File: config.mk
export PLATFORM = sky130hd
export DESIGN_NAME = axi_apb_port_arbiter
export DESIGN_NICKNAME = d
export VERILOG_FILES = /design/src/rtl/axi_apb_port_arbiter.sv
export SDC_FILE = /design/constraint.sdc
export NUM_CORES = 1
export LEC_CHECK = 0
export ABC_AREA = 1
export CAP_MARGIN = 5
export CORE_MARGIN = 4
export CORE_UTILIZATION = 50
export CTS_CLUSTER_DIAMETER = 120
export DETAILED_ROUTE_END_ITERATION = 16
export PLACE_DENSITY = 0.73
export SETUP_SLACK_MARGIN = 0.05
export SLEW_MARGIN = 15
export SYNTH_ARGS = -nofsm -noshare
export SYNTH_HDL_FRONTEND = slang
export SYNTH_SLANG_ARGS = --single-unit
File: constraint.sdc
create_clock -name axi_apb_clk -period 2.3 [get_ports axi_apb_clk]
set_input_delay 0.345 -clock axi_apb_clk [delete_from_list [all_inputs] [get_ports axi_apb_clk]]
set_output_delay 0.345 -clock axi_apb_clk [all_outputs]
set_load 0.02 [all_outputs]
File: src/rtl/axi_apb_port_arbiter.sv
// Round-robin arbiter sharing one APB master engine between NUM_REQ AXI ports.
// Grants are held until xfer_done or watchdog expiry, with one idle gap cycle between grants.
//
// state | meaning
// IDLE  | no grant; pick the next requester starting at the round-robin pointer
// GRANT | one-hot grant held; watchdog counting
// GAP   | single idle cycle so PSEL always drops between transfers
module axi_apb_port_arbiter #(
    parameter int NUM_REQ     = 4,
    parameter int ID_W        = $clog2(NUM_REQ),
    parameter int TIMEOUT_CYC = 256
) (
    input  logic               axi_apb_clk,
    input  logic               axi_apb_sw_rst,
    input  logic [NUM_REQ-1:0] req_aw,
    input  logic [NUM_REQ-1:0] req_ar,
    input  logic               xfer_done,
    output logic [NUM_REQ-1:0] grant,
    output logic               grant_valid,
    output logic [ID_W-1:0]    grant_id,
    output logic               grant_wr,
    output logic               timeout,
    output logic               busy
);

    localparam logic [1:0] IDLE  = 2'd0;
    localparam logic [1:0] GRANT = 2'd1;
    localparam logic [1:0] GAP   = 2'd2;

    localparam int CNT_W   = (TIMEOUT_CYC > 0) ? $clog2(TIMEOUT_CYC + 1) : 1;
    localparam int TC_LAST = (TIMEOUT_CYC > 0) ? TIMEOUT_CYC - 1 : 0;
    localparam logic [CNT_W-1:0] TC_VAL  = CNT_W'(TC_LAST);
    localparam logic [ID_W-1:0]  ID_LAST = ID_W'(NUM_REQ - 1);

    logic [1:0]         r_state;
    logic [NUM_REQ-1:0] r_grant;
    logic               r_grant_valid;
    logic [ID_W-1:0]    r_grant_id;
    logic               r_grant_wr;
    logic               r_timeout;
    logic               r_busy;
    logic [ID_W-1:0]    r_ptr;
    logic [NUM_REQ-1:0] r_last_wr;
    logic [CNT_W-1:0]   r_cnt;

    logic [NUM_REQ-1:0] w_req;
    logic               w_found;
    logic [ID_W-1:0]    w_win_id;
    logic [ID_W-1:0]    w_cand;
    logic               w_win_wr;
    logic               w_tc;
    logic [ID_W-1:0]    w_ptr_next;
    int                 w_idx;

    assign w_req = req_aw | req_ar;

    // First requesting index at or after r_ptr, wrapping modulo NUM_REQ.
    always_comb begin
        w_found  = 1'b0;
        w_win_id = '0;
        w_cand   = '0;
        w_idx    = 0;
        for (int k = 0; k < NUM_REQ; k++) begin
            w_idx  = (int'(r_ptr) + k) % NUM_REQ;
            w_cand = ID_W'(w_idx);
            if (!w_found && w_req[w_cand]) begin
                w_found  = 1'b1;
                w_win_id = w_cand;
            end
        end
    end

    // Both AW and AR pending: alternate, starting with write after reset.
    always_comb begin
        if (req_aw[w_win_id] && !req_ar[w_win_id])
            w_win_wr = 1'b1;
        else if (!req_aw[w_win_id] && req_ar[w_win_id])
            w_win_wr = 1'b0;
        else
            w_win_wr = ~r_last_wr[w_win_id];
    end

    assign w_tc       = (TIMEOUT_CYC != 0) && (r_cnt == TC_VAL);
    assign w_ptr_next = (r_grant_id == ID_LAST) ? '0 : r_grant_id + 1'b1;

    always_ff @(posedge axi_apb_clk) begin
        if (axi_apb_sw_rst) begin
            r_state       <= IDLE;
            r_grant       <= '0;
            r_grant_valid <= 1'b0;
            r_grant_id    <= '0;
            r_grant_wr    <= 1'b0;
            r_timeout     <= 1'b0;
            r_busy        <= 1'b0;
            r_ptr         <= '0;
            r_last_wr     <= '0;
            r_cnt         <= '0;
        end else begin
            case (r_state)
                IDLE: begin
                    r_timeout <= 1'b0;
                    if (w_found) begin
                        r_state             <= GRANT;
                        r_grant             <= NUM_REQ'(1) << w_win_id;
                        r_grant_valid       <= 1'b1;
                        r_grant_id          <= w_win_id;
                        r_grant_wr          <= w_win_wr;
                        r_last_wr[w_win_id] <= w_win_wr;
                        r_cnt               <= '0;
                        r_busy              <= 1'b1;
                    end
                end
                GRANT: begin
                    if (r_cnt != '1)
                        r_cnt <= r_cnt + 1'b1;
                    // Completion beats the watchdog when both land on the same cycle.
                    if (xfer_done || w_tc) begin
                        r_state       <= GAP;
                        r_grant       <= '0;
                        r_grant_valid <= 1'b0;
                        r_ptr         <= w_ptr_next;
                        r_timeout     <= ~xfer_done;
                    end
                end
                GAP: begin
                    r_state   <= IDLE;
                    r_timeout <= 1'b0;
                    r_busy    <= 1'b0;
                end
                default: begin
                    r_state       <= IDLE;
                    r_grant       <= '0;
                    r_grant_valid <= 1'b0;
                    r_timeout     <= 1'b0;
                    r_busy        <= 1'b0;
                end
            endcase
        end
    end

    assign grant       = r_grant;
    assign grant_valid = r_grant_valid;
    assign grant_id    = r_grant_id;
    assign grant_wr    = r_grant_wr;
    assign timeout     = r_timeout;
    assign busy        = r_busy;

endmodule
# After elaboration in Yosys (flattened, before gate mapping)

Index checks and enable logic that the tools add are counted.

Register bits after elaboration: 27
Bits of input ports: 11
Logic and storage cells: 97

$lt $le $gt $ge: 6
Mux-type cells: 41
Equality and inequality tests: 8
$add $sub $neg: 5
Bitwise logic cells: 5
Reduce and logical (&&, ||, !) cells: 21
Shift operators: 1

Operators with widths:

| operator                                                    | count |
|---|---|
| two-way mux 9 bit                                           | 2 |
| case mux 9 bit (2 select lines)                             | 1 |
| two-way mux 1 bit                                           | 16 |
| less-than comparator 2 x 3 -> 1 bit (second input constant) | 5 |
| binary-select mux 1 bit (select 2 bit)                      | 7 |
| two-way mux 2 bit                                           | 7 |
| case mux 4 bit (3 select lines)                             | 1 |
| adder 9 x 1 -> 9 bit (second input constant)                | 1 |
| == test 9 x 8 -> 1 bit (second input constant)              | 1 |
| != test 9 bit (second input constant)                       | 1 |
| two-way mux 4 bit                                           | 2 |
| AND reduction 2 bit                                         | 4 |
| logical AND 1 bit                                           | 6 |
| != test 2 bit (second input constant)                       | 3 |
| AND reduction 3 bit                                         | 2 |
| logical NOT 1 bit                                           | 5 |
| adder 2 x 1 -> 2 bit (second input constant)                | 2 |
| adder 2 bit (second input constant)                         | 2 |
| bitwise mux 4 bit                                           | 1 |
| == test 2 bit (second input constant)                       | 2 |
| inverter 1 bit                                              | 4 |
| bitwise OR 4 bit                                            | 1 |
| case mux 2 bit (2 select lines)                             | 1 |
| << shifter 1 x 2 -> 4 bit (first input constant)            | 1 |
| 9 further kinds                                             | 9 |

# Depth between registers and ports, before layout

Gate-level depths: netlist of the first run.

Depth in word-level cells: 20
Mapped depth: 19
Mapped depth without buffers: 18

# Worst setup path before layout of the first run

Ideal clock, no wire load.

Path type: input port to flip-flop
From: input port req_aw[2]
To: register r_last_wr[0]
Setup time: 0.109 ns
Cell stages on the path: 18
Arrival time: 1.635 ns
Data required time: 2.191 ns
Setup slack: 0.557 ns
Path through: nor2_1 nand2_1 nand2_1 nand2_1 nand2_1 nor2_1 nor2_2 nand2_4 nand2_4 nand2_1 nand2_1 nand2_1 nand2_1 nand2_1 nand2_2 nand3_1 nand2_1 inv_1

Cells in the longest elaborated chain, start to end: 20
Elaborated cells on any way between the ends: 43

Ends and longest elaborated chain:

| element                                 | RTL line | source |
|---|---|---|
| start: declaration                      | 15       | `input logic [NUM_REQ-1:0] req_aw,` |
| bitwise OR 4 bit                        | 55       | `assign w_req = req_aw \| req_ar;` |
| binary-select mux 1 bit (select 2 bit)  | 66       | `if (!w_found && w_req[w_cand]) begin` |
| two-way mux 1 bit (implied by the code) | 66       |  |
| two-way mux 1 bit                       | 66       |  |
| logical NOT 1 bit                       | 66       |  |
| logical AND 1 bit                       | 66       |  |
| two-way mux 1 bit                       | 66       |  |
| logical NOT 1 bit                       | 66       |  |
| [... 4 more ...]                        | --       |  |
| two-way mux 2 bit                       | 66       |  |
| binary-select mux 1 bit (select 2 bit)  | 75, 77   |  |
| two-way mux 1 bit (implied by the code) | 75, 77   |  |
| logical NOT 1 bit                       | 77       | `else if (!req_aw[w_win_id] && req_ar[w_win_id])` |
| logical AND 1 bit                       | 77       |  |
| two-way mux 1 bit                       | 77       |  |
| two-way mux 1 bit                       | 75       | `if (req_aw[w_win_id] && !req_ar[w_win_id])` |
| bitwise mux 4 bit                       | 108      | `r_last_wr[w_win_id] <= w_win_wr;` |
| end signal: indexed assignment          | 108      |  |
| end: declaration                        | 43       | `logic [NUM_REQ-1:0] r_last_wr;` |

Parallel ways exist; a longest one is shown, timed or not. The select of a mux whose other input is x is not followed.
A chain may end at the register's enable or synchronous reset.

# Worst setup path after layout of the first run

From: input port req_aw[1]
To: register r_last_wr[0]

The elaborated chain is that of the path after synthesis.

==> results.cfg, run 1 <==
[status]
status = complete, no violations

[synth]
synth_cell_type_count = 28
ys_seq_elements = 27
synthTopCellsByArea = dfxtp_1, nand2_1, inv_1
syn_nets = 262
netlist.area_leader.share = 0.3328
yosysWarnings = 0
ys_async_sr_fraction = 0
yosysMostFrequentCell = nand2_1
yosys.area.top_type = dfxtp_1
synthesis.area_sq_mm = 0.001624
synthCells = 247
syn_area_per_cell_sq_um = 6.575
synth_seq_area_share = 0.3328
synth_edf_count = 0
synth_commonest_cells = nand2_1, dfxtp_1, inv_1, nor2_1, nand3_1
synthFlopType = dfxtp_1

[drt]
ant_nets = 0
vias_per_cell = 4.945
routed_wl_mm = 3.585
met1_length_mm = 1.601
wl_met3_microns = 137
dr_wl_met2_mm = 1.801
wire_per_inst_microns = 10.93
highest_layer = met4
drc = 0
vias = 1622
drtPass1Iterations = 4
drt-initial-drc-count = 127

[placement]
dp_slack_ns = -0.1868
dp_hpwl_mm = 2.826
gp_congestion = 0.8942
portBuffers = 20

[die]
rows = 20
die_area_sq_mm = 0.004224
die_x_microns = 64.99
start_util = 0.5276
die_y_microns = 64.99
core_sq_mm = 0.003078
ios = 21

[global_route]
grt_max_degree = 15
grt_pass1_vias = 1535
grt_use_total = 0.1805
overflow = 0
grt_pass1_wl_mm = 6.223
grt_antenna_before_repair = 0

[final_layout]
diodes = 0
nFillCells = 290
drive_above_1_share = 0.2113
area_growth_pct = 26.35
multi_input_area_sq_um = 974.7
layout.nets = 300
seq_area_sq_um = 545.5

[power]
powerDensity_mw_per_mm2 = 595.9
p_leak_nw = 0.9291
ir_drop_mv = 0.3681

[timing]
finClkSkew_ns = 0.003996
hold_viol_final = 0
relSlewSlack = 0.8071
setup_violations = 0
finalMaxSlewViolations = 0
post-route-min-period_ns = 2.091
fmax_ghz = 0.4782
fin_ws_ns = 0.2088
holdWs_ns = 0.4650
fin_crit_sh = 0.9092
rsz0062_at_grt = no
tightest_slew_ns = 0.2883

[clock_tree]
clockRootBuffer = clkbuf_4
cts_buffer_depth = 2
cts_buffers = 3
numClockSinks = 27
cts_tree = done
htreeDepth = 1
clk_pin_slew_ns = 0.13
insertion_delay_ns = 0.31

[setup_path]
required_ns = 2.53
cp-end-kind = flop
cp_max_fo = 4
start_kind = input port
cp.arrival_ns = 2.32
critPathKind = in2reg

[worst_hold_path]
hold_class = reg2reg

[run]
maxCapViolCount = 0
## where the power goes
part           internal [mW]  leakage [nW]  total, mW  switching, mW
sequential             0.512         0.222      0.546         0.0343
combinational          0.192         0.692      0.480          0.288
clock                 0.0677        0.0150      0.197          0.129
total                  0.771         0.929       1.22          0.451
## cell type report
cell class | count | share of cell area
multi-input cells | 185 | 0.4750
clock buffers | 4 | 0.01280
well taps | 44 | 0.02683
repair buffers | 36 | 0.1573
flip-flops and latches | 27 | 0.2659
inverters | 32 | 0.06219
## critical path: stages
cell	delay (ns)
clkdlybuf4s50_1	0.50
nor2_2	0.06
nand2_1	0.09
nand3_1	0.08
nand2_1	0.14
inv_1	0.11
nand2_1	0.08
nor2_1	0.05
nor2_2	0.12
nand2_2	0.11
buf_4	0.15
nor3_2	0.25
nand3_1	0.13
nand2_1	0.07
inv_1	0.04
## metrics by stage
step	std cells	area, sq um	power, mW	util	setup TNS (ns)
6_report	328	2052	1.223	0.6667	0
3_3_place_gp	324	1973	1.012	0.6411	-0.8260
3_5_place_dp	324	1973	1.016	0.6411	-1.424
5_1_grt	328	2052	1.319	0.6667	0
4_1_cts	328	1999	1.216	0.6496	0
2_1_floorplan	247	1624	0.8636	-	0
## cells in the final DEF, fill, tap and decap left out, drive strengths merged
cell type and count:
nor4 1, o21a 2, nor3 3, inv 32, nand2 87, clkbuf 4, nand3 23, buf 16
o21ai 15, dlymetal6s2s 1, o21bai 1, clkdlybuf4s50 19, nand4 1, a21oi 14, xor2 1, nor3b 1
dfxtp 27, ha 4, nor2 32
## registers in the layout (all words and copies together), names as in the netlist
register	count
grant_id	2
r_ptr	2
r_last_wr	4
r_state	2
timeout	1
grant_valid	1
grant	4
busy	1
r_cnt	9
grant_wr	1
## layer usage
layer	vias up	track usage
li1	859	-
met1	718	0.2091
met2	37	0.3333
met3	8	0.02946
met4	0	0.05805
met5	-	0
## final timing paths
kind / cells past startpoint / to / slack (ns) / from
worst max-delay path: 15 / r_last_wr[0] / 0.21 / req_aw[1]
worst min-delay path: 2 / grant_wr / 0.46 / grant_wr
worst max register to register: 14 / r_last_wr[0] / 0.29 / r_ptr[0]
worst min register to register: 2 / grant_wr / 0.46 / grant_wr
## kinds of logic (layout without fill, tap and decap cells)
| group | count (synthesis) | count (layout) | share of synthesized area |
|---|---|---|---|
| AO/OA/AOI/OAI | 32 | 32 | 0.1055 |
| buffers and inverters | 35 | 72 | 0.09476 |
| XOR/XNOR | 1 | 1 | 0.005394 |
| adder cells (fa/ha/maj) | 4 | 4 | 0.03082 |
| AND/OR/NAND/NOR | 148 | 148 | 0.4307 |
| flip-flops | 27 | 27 | 0.3328 |
## timing repair
action / CTS / global route
endpoints found under the setup margin: 0 / 10
gates resized for setup: 0 / 15
setup buffers: 0 / 0
hold buffers: 0 / 0
Power figures use the tool's default switching activity.
==> inputs of run 2 (changes only) <==
- ABC_AREA: 1 -> not set
- CORE_UTILIZATION: 50 -> 53
- PLACE_DENSITY: 0.73 -> 0.8
==> results.cfg, run 2 <==
[status]
status = complete, no violations

[final_layout]
seq_area_sq_um = 541.8
design_area_sq_mm = 0.001907
mostFrequentLayoutCells = nor2_1, buf_4, dfxtp_1
diodes = 0
nFillCells = 206
multi_input_area_sq_um = 888.4
top_register = r_cnt
largest_reg_flops = 9
layout.nets = 235
area_growth_pct = 34.27
drive_above_1_share = 0.2192
fin_cells = 249
layout_commonest_cell = nor2_1

[drt]
drtPass1Iterations = 6
vias = 1475
vias_per_cell = 5.924
routed_wl_mm = 3.617
drt-initial-drc-count = 72
wire_per_inst_microns = 14.53
ant_nets = 0
drc = 0

[placement]
portBuffers = 20
gp_congestion = 0.9414
dpl_cell_area_sq_mm = 0.001818
dp_cells = 243
dp_hpwl_mm = 2.705

[global_route]
grt_pass1_wl_mm = 5.699
grt_util_met3 = 0.04752
grt_antenna_before_repair = 0
grt_use_total = 0.2057
overflow = 0
grt-busiest-layer = met2
grt_max_degree = 15
grt_pass1_vias = 1342
use_met2 = 0.3395
grt_util_met1 = 0.2632

[synth]
syn_area_per_cell_sq_um = 8.162
synth_seq_area_share = 0.3806
synthesis.area_sq_mm = 0.001420
synth_cell_type_count = 43
synth_edf_count = 0
ys_seq_elements = 27
netlist.area_leader.share = 0.3806
yosysWarnings = 0
syn_nets = 189
synthCells = 174
synth_commonest_cells = nor2_1, dfxtp_1, a21oi_1
synthFlopType = dfxtp_1
ys_async_sr_fraction = 0
synthTopCellsByArea = dfxtp_1, nor2_1, a21oi_1
yosysMostFrequentCell = nor2_1
yosys.area.top_type = dfxtp_1

[setup_path]
critPathKind = in2reg
crit_buf_inv = 1
crit_family = compound AO/OA/AOI/OAI gates
cp.arrival_ns = 2.49
cp_max_fo = 5
crit_path_cell_trace = clkdlybuf4s50_1, nor2_2, nor3_1, a221oi_1, o21ai_0, a221o_1, maj3_2, a211oi_2
start_kind = input port
cp-end-kind = flop
required_ns = 2.55
critPathSlowestCell = clkdlybuf4s50_1
slowest_delay_ns = 0.44

[timing]
rsz0062_at_grt = yes
finalMaxSlewViolations = 0
hold_viol_final = 0
relSlewSlack = 0.5946
setup_violations = 0
finClkSkew_ns = 0.009995
finalSetupTns_ns = 0
tightest_slew_ns = 0.6018
fmax_ghz = 0.4449
post-route-min-period_ns = 2.248
fin_crit_sh = 0.9772
holdWs_ns = 0.4899

[clock_tree]
insertion_delay_ns = 0.32
clk_pin_slew_ns = 0.12
htreeDepth = 1
postCtsHoldBufs = 0
cts_buffer_depth = 2
cts_tree = done
numClockSinks = 27
cts_buffers = 3
clockRootBuffer = clkbuf_4

[power]
ir_drop_mv = 0.6244
powerDensity_mw_per_mm2 = 518.5
finalPower_mw = 0.9888
p_leak_nw = 0.7396

[worst_hold_path]
hold_class = reg2reg

[die]
die_area_sq_mm = 0.003572
die_y_microns = 59.77
start_util = 0.5630
core_sq_mm = 0.002522
ios = 21
die_x_microns = 59.77
rows = 18

[run]
maxCapViolCount = 0
-- run 2: final cells by class --
cell class / instances / share of cell area
multi-input cells: 140 / 0.4659
flip-flops and latches: 27 / 0.2841
repair buffers: 47 / 0.2146
well taps: 30 / 0.01969
clock buffers: 4 / 0.01378
inverters: 1 / 0.001969
-- run 2: repair_timing --
item | 4_1_cts | 5_1_grt
setup buffers | 0 | 2
pin swaps | 0 | 1
endpoints found under the setup margin | 4 | 9
gates resized for setup | 3 | 11
-- run 2: metrics by stage --
| stage | utilization | worst slack (ns) |
|---|---|---|
| after CTS | 0.7351 | 0.05332 |
| after global placement | 0.7207 | -0.2067 |
| final | 0.7560 | 0.05233 |
| after global routing | 0.7560 | 0.01741 |
| after detailed placement | 0.7207 | -0.3086 |
| after floorplan | - | 0.3131 |
-- run 2: worst paths after layout --
path,cells after the start,endpoint,slack [ns],from
worst max-delay path,8,r_last_wr[1],0.05,req_aw[1]
worst min-delay path,1,busy,0.49,busy
worst max register to register,7,r_last_wr[1],0.14,r_ptr[0]
worst min register to register,1,busy,0.49,busy
-- run 2: cell families after synthesis --
kind of cell / after synthesis / share of synthesized area
simple gates: 82 / 0.3004
compound gates: 47 / 0.2150
flops: 27 / 0.3806
buf+inv: 7 / 0.02202
fa+ha+maj: 5 / 0.04317
xor+xnor: 4 / 0.02467
mux: 2 / 0.01410
-- run 2: metal layers --
layer  wire (microns)  share of wire
met5                0              0
met4               80          0.022
met3              216          0.060
met2             1654           0.46
met1             1665           0.46
-- run 2: worst reg2reg max path, cell delays in order (launching register included) --
cell,delay [ns]
dfxtp_1,0.43
or3b_1,0.43
nand3_1,0.11
and3_1,0.16
a21oi_1,0.08
a221o_1,0.29
maj3_2,0.37
a211oi_2,0.23
-- run 2: report_power, final --
group	switching, mW	total (mW)	internal (mW)
Sequential	0.0208	0.514	0.493
Clock	0.129	0.197	0.0679
Combinational	0.143	0.278	0.135
==> inputs of run 3 (changes only) <==
- ABC_AREA: not set -> 1
- CORE_UTILIZATION: 53 -> 54
- RECOVER_POWER: not set -> 100
==> results.cfg, run 3 (synthesis results as in run 1) <==
[final_layout]
layout_commonest_cell = nand2_1
layout.nets = 301
drive_above_1_share = 0.1789
top_register = r_cnt
largest_reg_flops = 9
nFillCells = 250
design_area_sq_mm = 0.002008
area_growth_pct = 23.65
diodes = 0
mostFrequentLayoutCells = nand2_1, inv_1, nor2_1
finish.utilization = 0.7159

[placement]
gp_congestion = 0.8825
dp_slack_ns = -0.1315
dp_hpwl_mm = 2.889
portBuffers = 20
dpl_cell_area_sq_mm = 0.001977

[drt]
wire_per_inst_microns = 11.52
drtPass1Iterations = 4
ant_nets = 0
vias = 1600
drc = 0
routed_wl_mm = 3.639
vias_per_cell = 5.063
drt-initial-drc-count = 67

[timing]
hold_viol_final = 0
finClkSkew_ns = 0.002409
fmax_ghz = 0.4860
fin_crit_sh = 0.8946
fin_ws_ns = 0.2424
finalMaxSlewViolations = 0
relSlewSlack = 0.8212
post-route-min-period_ns = 2.058
holdWs_ns = 0.4620
setup_violations = 0
rsz0062_at_grt = yes
tightest_slew_ns = 0.2667

[clock_tree]
clk_pin_slew_ns = 0.14
clockRootBuffer = clkbuf_4
htreeDepth = 1
cts_tree = done
cts_buffers = 3
cts_setup_buffers = 0
insertion_delay_ns = 0.31
cts_buffer_depth = 2
numClockSinks = 27

[power]
p_seq_frac = 0.446
power_switching_mw = 0.4541
clockPowerShare = 0.165
p_int_mw = 0.7634
swShare = 0.3729
combPwrFrac = 0.389
ir_drop_mv = 0.3715
p_leak_nw = 0.9445
powerDensity_mw_per_mm2 = 606.3

[setup_path]
r2r_start = r_ptr[0]
critPathKind = in2reg
cp.arrival_ns = 2.29
cp-end-kind = flop
start_kind = input port
cp_max_fo = 8
required_ns = 2.54
worstSetupStartpoint = req_aw[1]

[die]
die_area_sq_mm = 0.003949
start_util = 0.5789
ios = 21
die_x_microns = 62.84
rows = 19
die_y_microns = 62.84
core_sq_mm = 0.002805

[global_route]
grt_antenna_before_repair = 0
grt_max_degree = 15
grt_util_met3 = 0.03957
grt_util_met1 = 0.2243
grt_pass1_vias = 1583
grt_use_total = 0.1999
grt_pass1_wl_mm = 6.548
use_met2 = 0.3715
overflow = 0
grt-busiest-layer = met2

[status]
status = complete, no violations

[worst_hold_path]
worstHoldStart = grant_wr
hold_class = reg2reg

[run]
maxCapViolCount = 0
## run 3: power by group through the flow
stage                     combinational [mW]  sequential (mW)  clock (mW)
after global routing                   0.536            0.549       0.235
after floorplan                        0.292            0.572           0
after global placement                 0.469            0.553           0
final                                  0.473            0.543       0.201
after detailed placement               0.479            0.554           0
after CTS                              0.482            0.544       0.208
## run 3: layout make-up
type,count,area (sq um),share of cell area
clock buffers,4,26.28,0.01308
inverters,32,127.6,0.06355
multi-input cells,185,948.4,0.4723
flip-flops and latches,27,543.0,0.2704
well taps,31,38.79,0.01931
repair buffers,37,324.1,0.1614
## run 3: final timing paths
kind,endpoint,slack (ns),cells past startpoint
min reg2reg,grant_wr,0.46,2
min,grant_wr,0.46,2
max,r_last_wr[0],0.24,16
max reg2reg,r_last_wr[0],0.25,15
## run 3: worst max-delay path, cell delays in order
cell and delay (ns):
clkdlybuf4s50_1 0.44, nor2_1 0.17, nand2_1 0.11, nand3_1 0.11
nand2_2 0.07, nor2_4 0.16, nand4_1 0.11, nand2_2 0.16
inv_2 0.07, buf_4 0.13, nand2_1 0.05, nand2_1 0.06
nand2_2 0.10, nand3_1 0.08, nand2_1 0.08, inv_1 0.03
## run 3: per-layer routing
metal	vias to the layer above	share of wire	routed length (microns)
met5	-	0	0
met4	0	0.0096	35
met3	4	0.025	91
met2	16	0.51	1850
met1	724	0.46	1662
li1	856	-	-
## run 3: metrics by stage
stage,TNS [ns],std cells,total power [mW]
detailed placement,-0.7453,312,1.033
finish,0,316,1.218
global placement,-0.4293,312,1.023
CTS,0,316,1.233
floorplan,0,247,0.8636
global route,0,316,1.320
## run 3: repair_timing
item,in CTS,in global routing
hold endpoints to repair,0,0
gates resized for setup,0,9
hold buffers,0,0
setup endpoints to repair,0,7
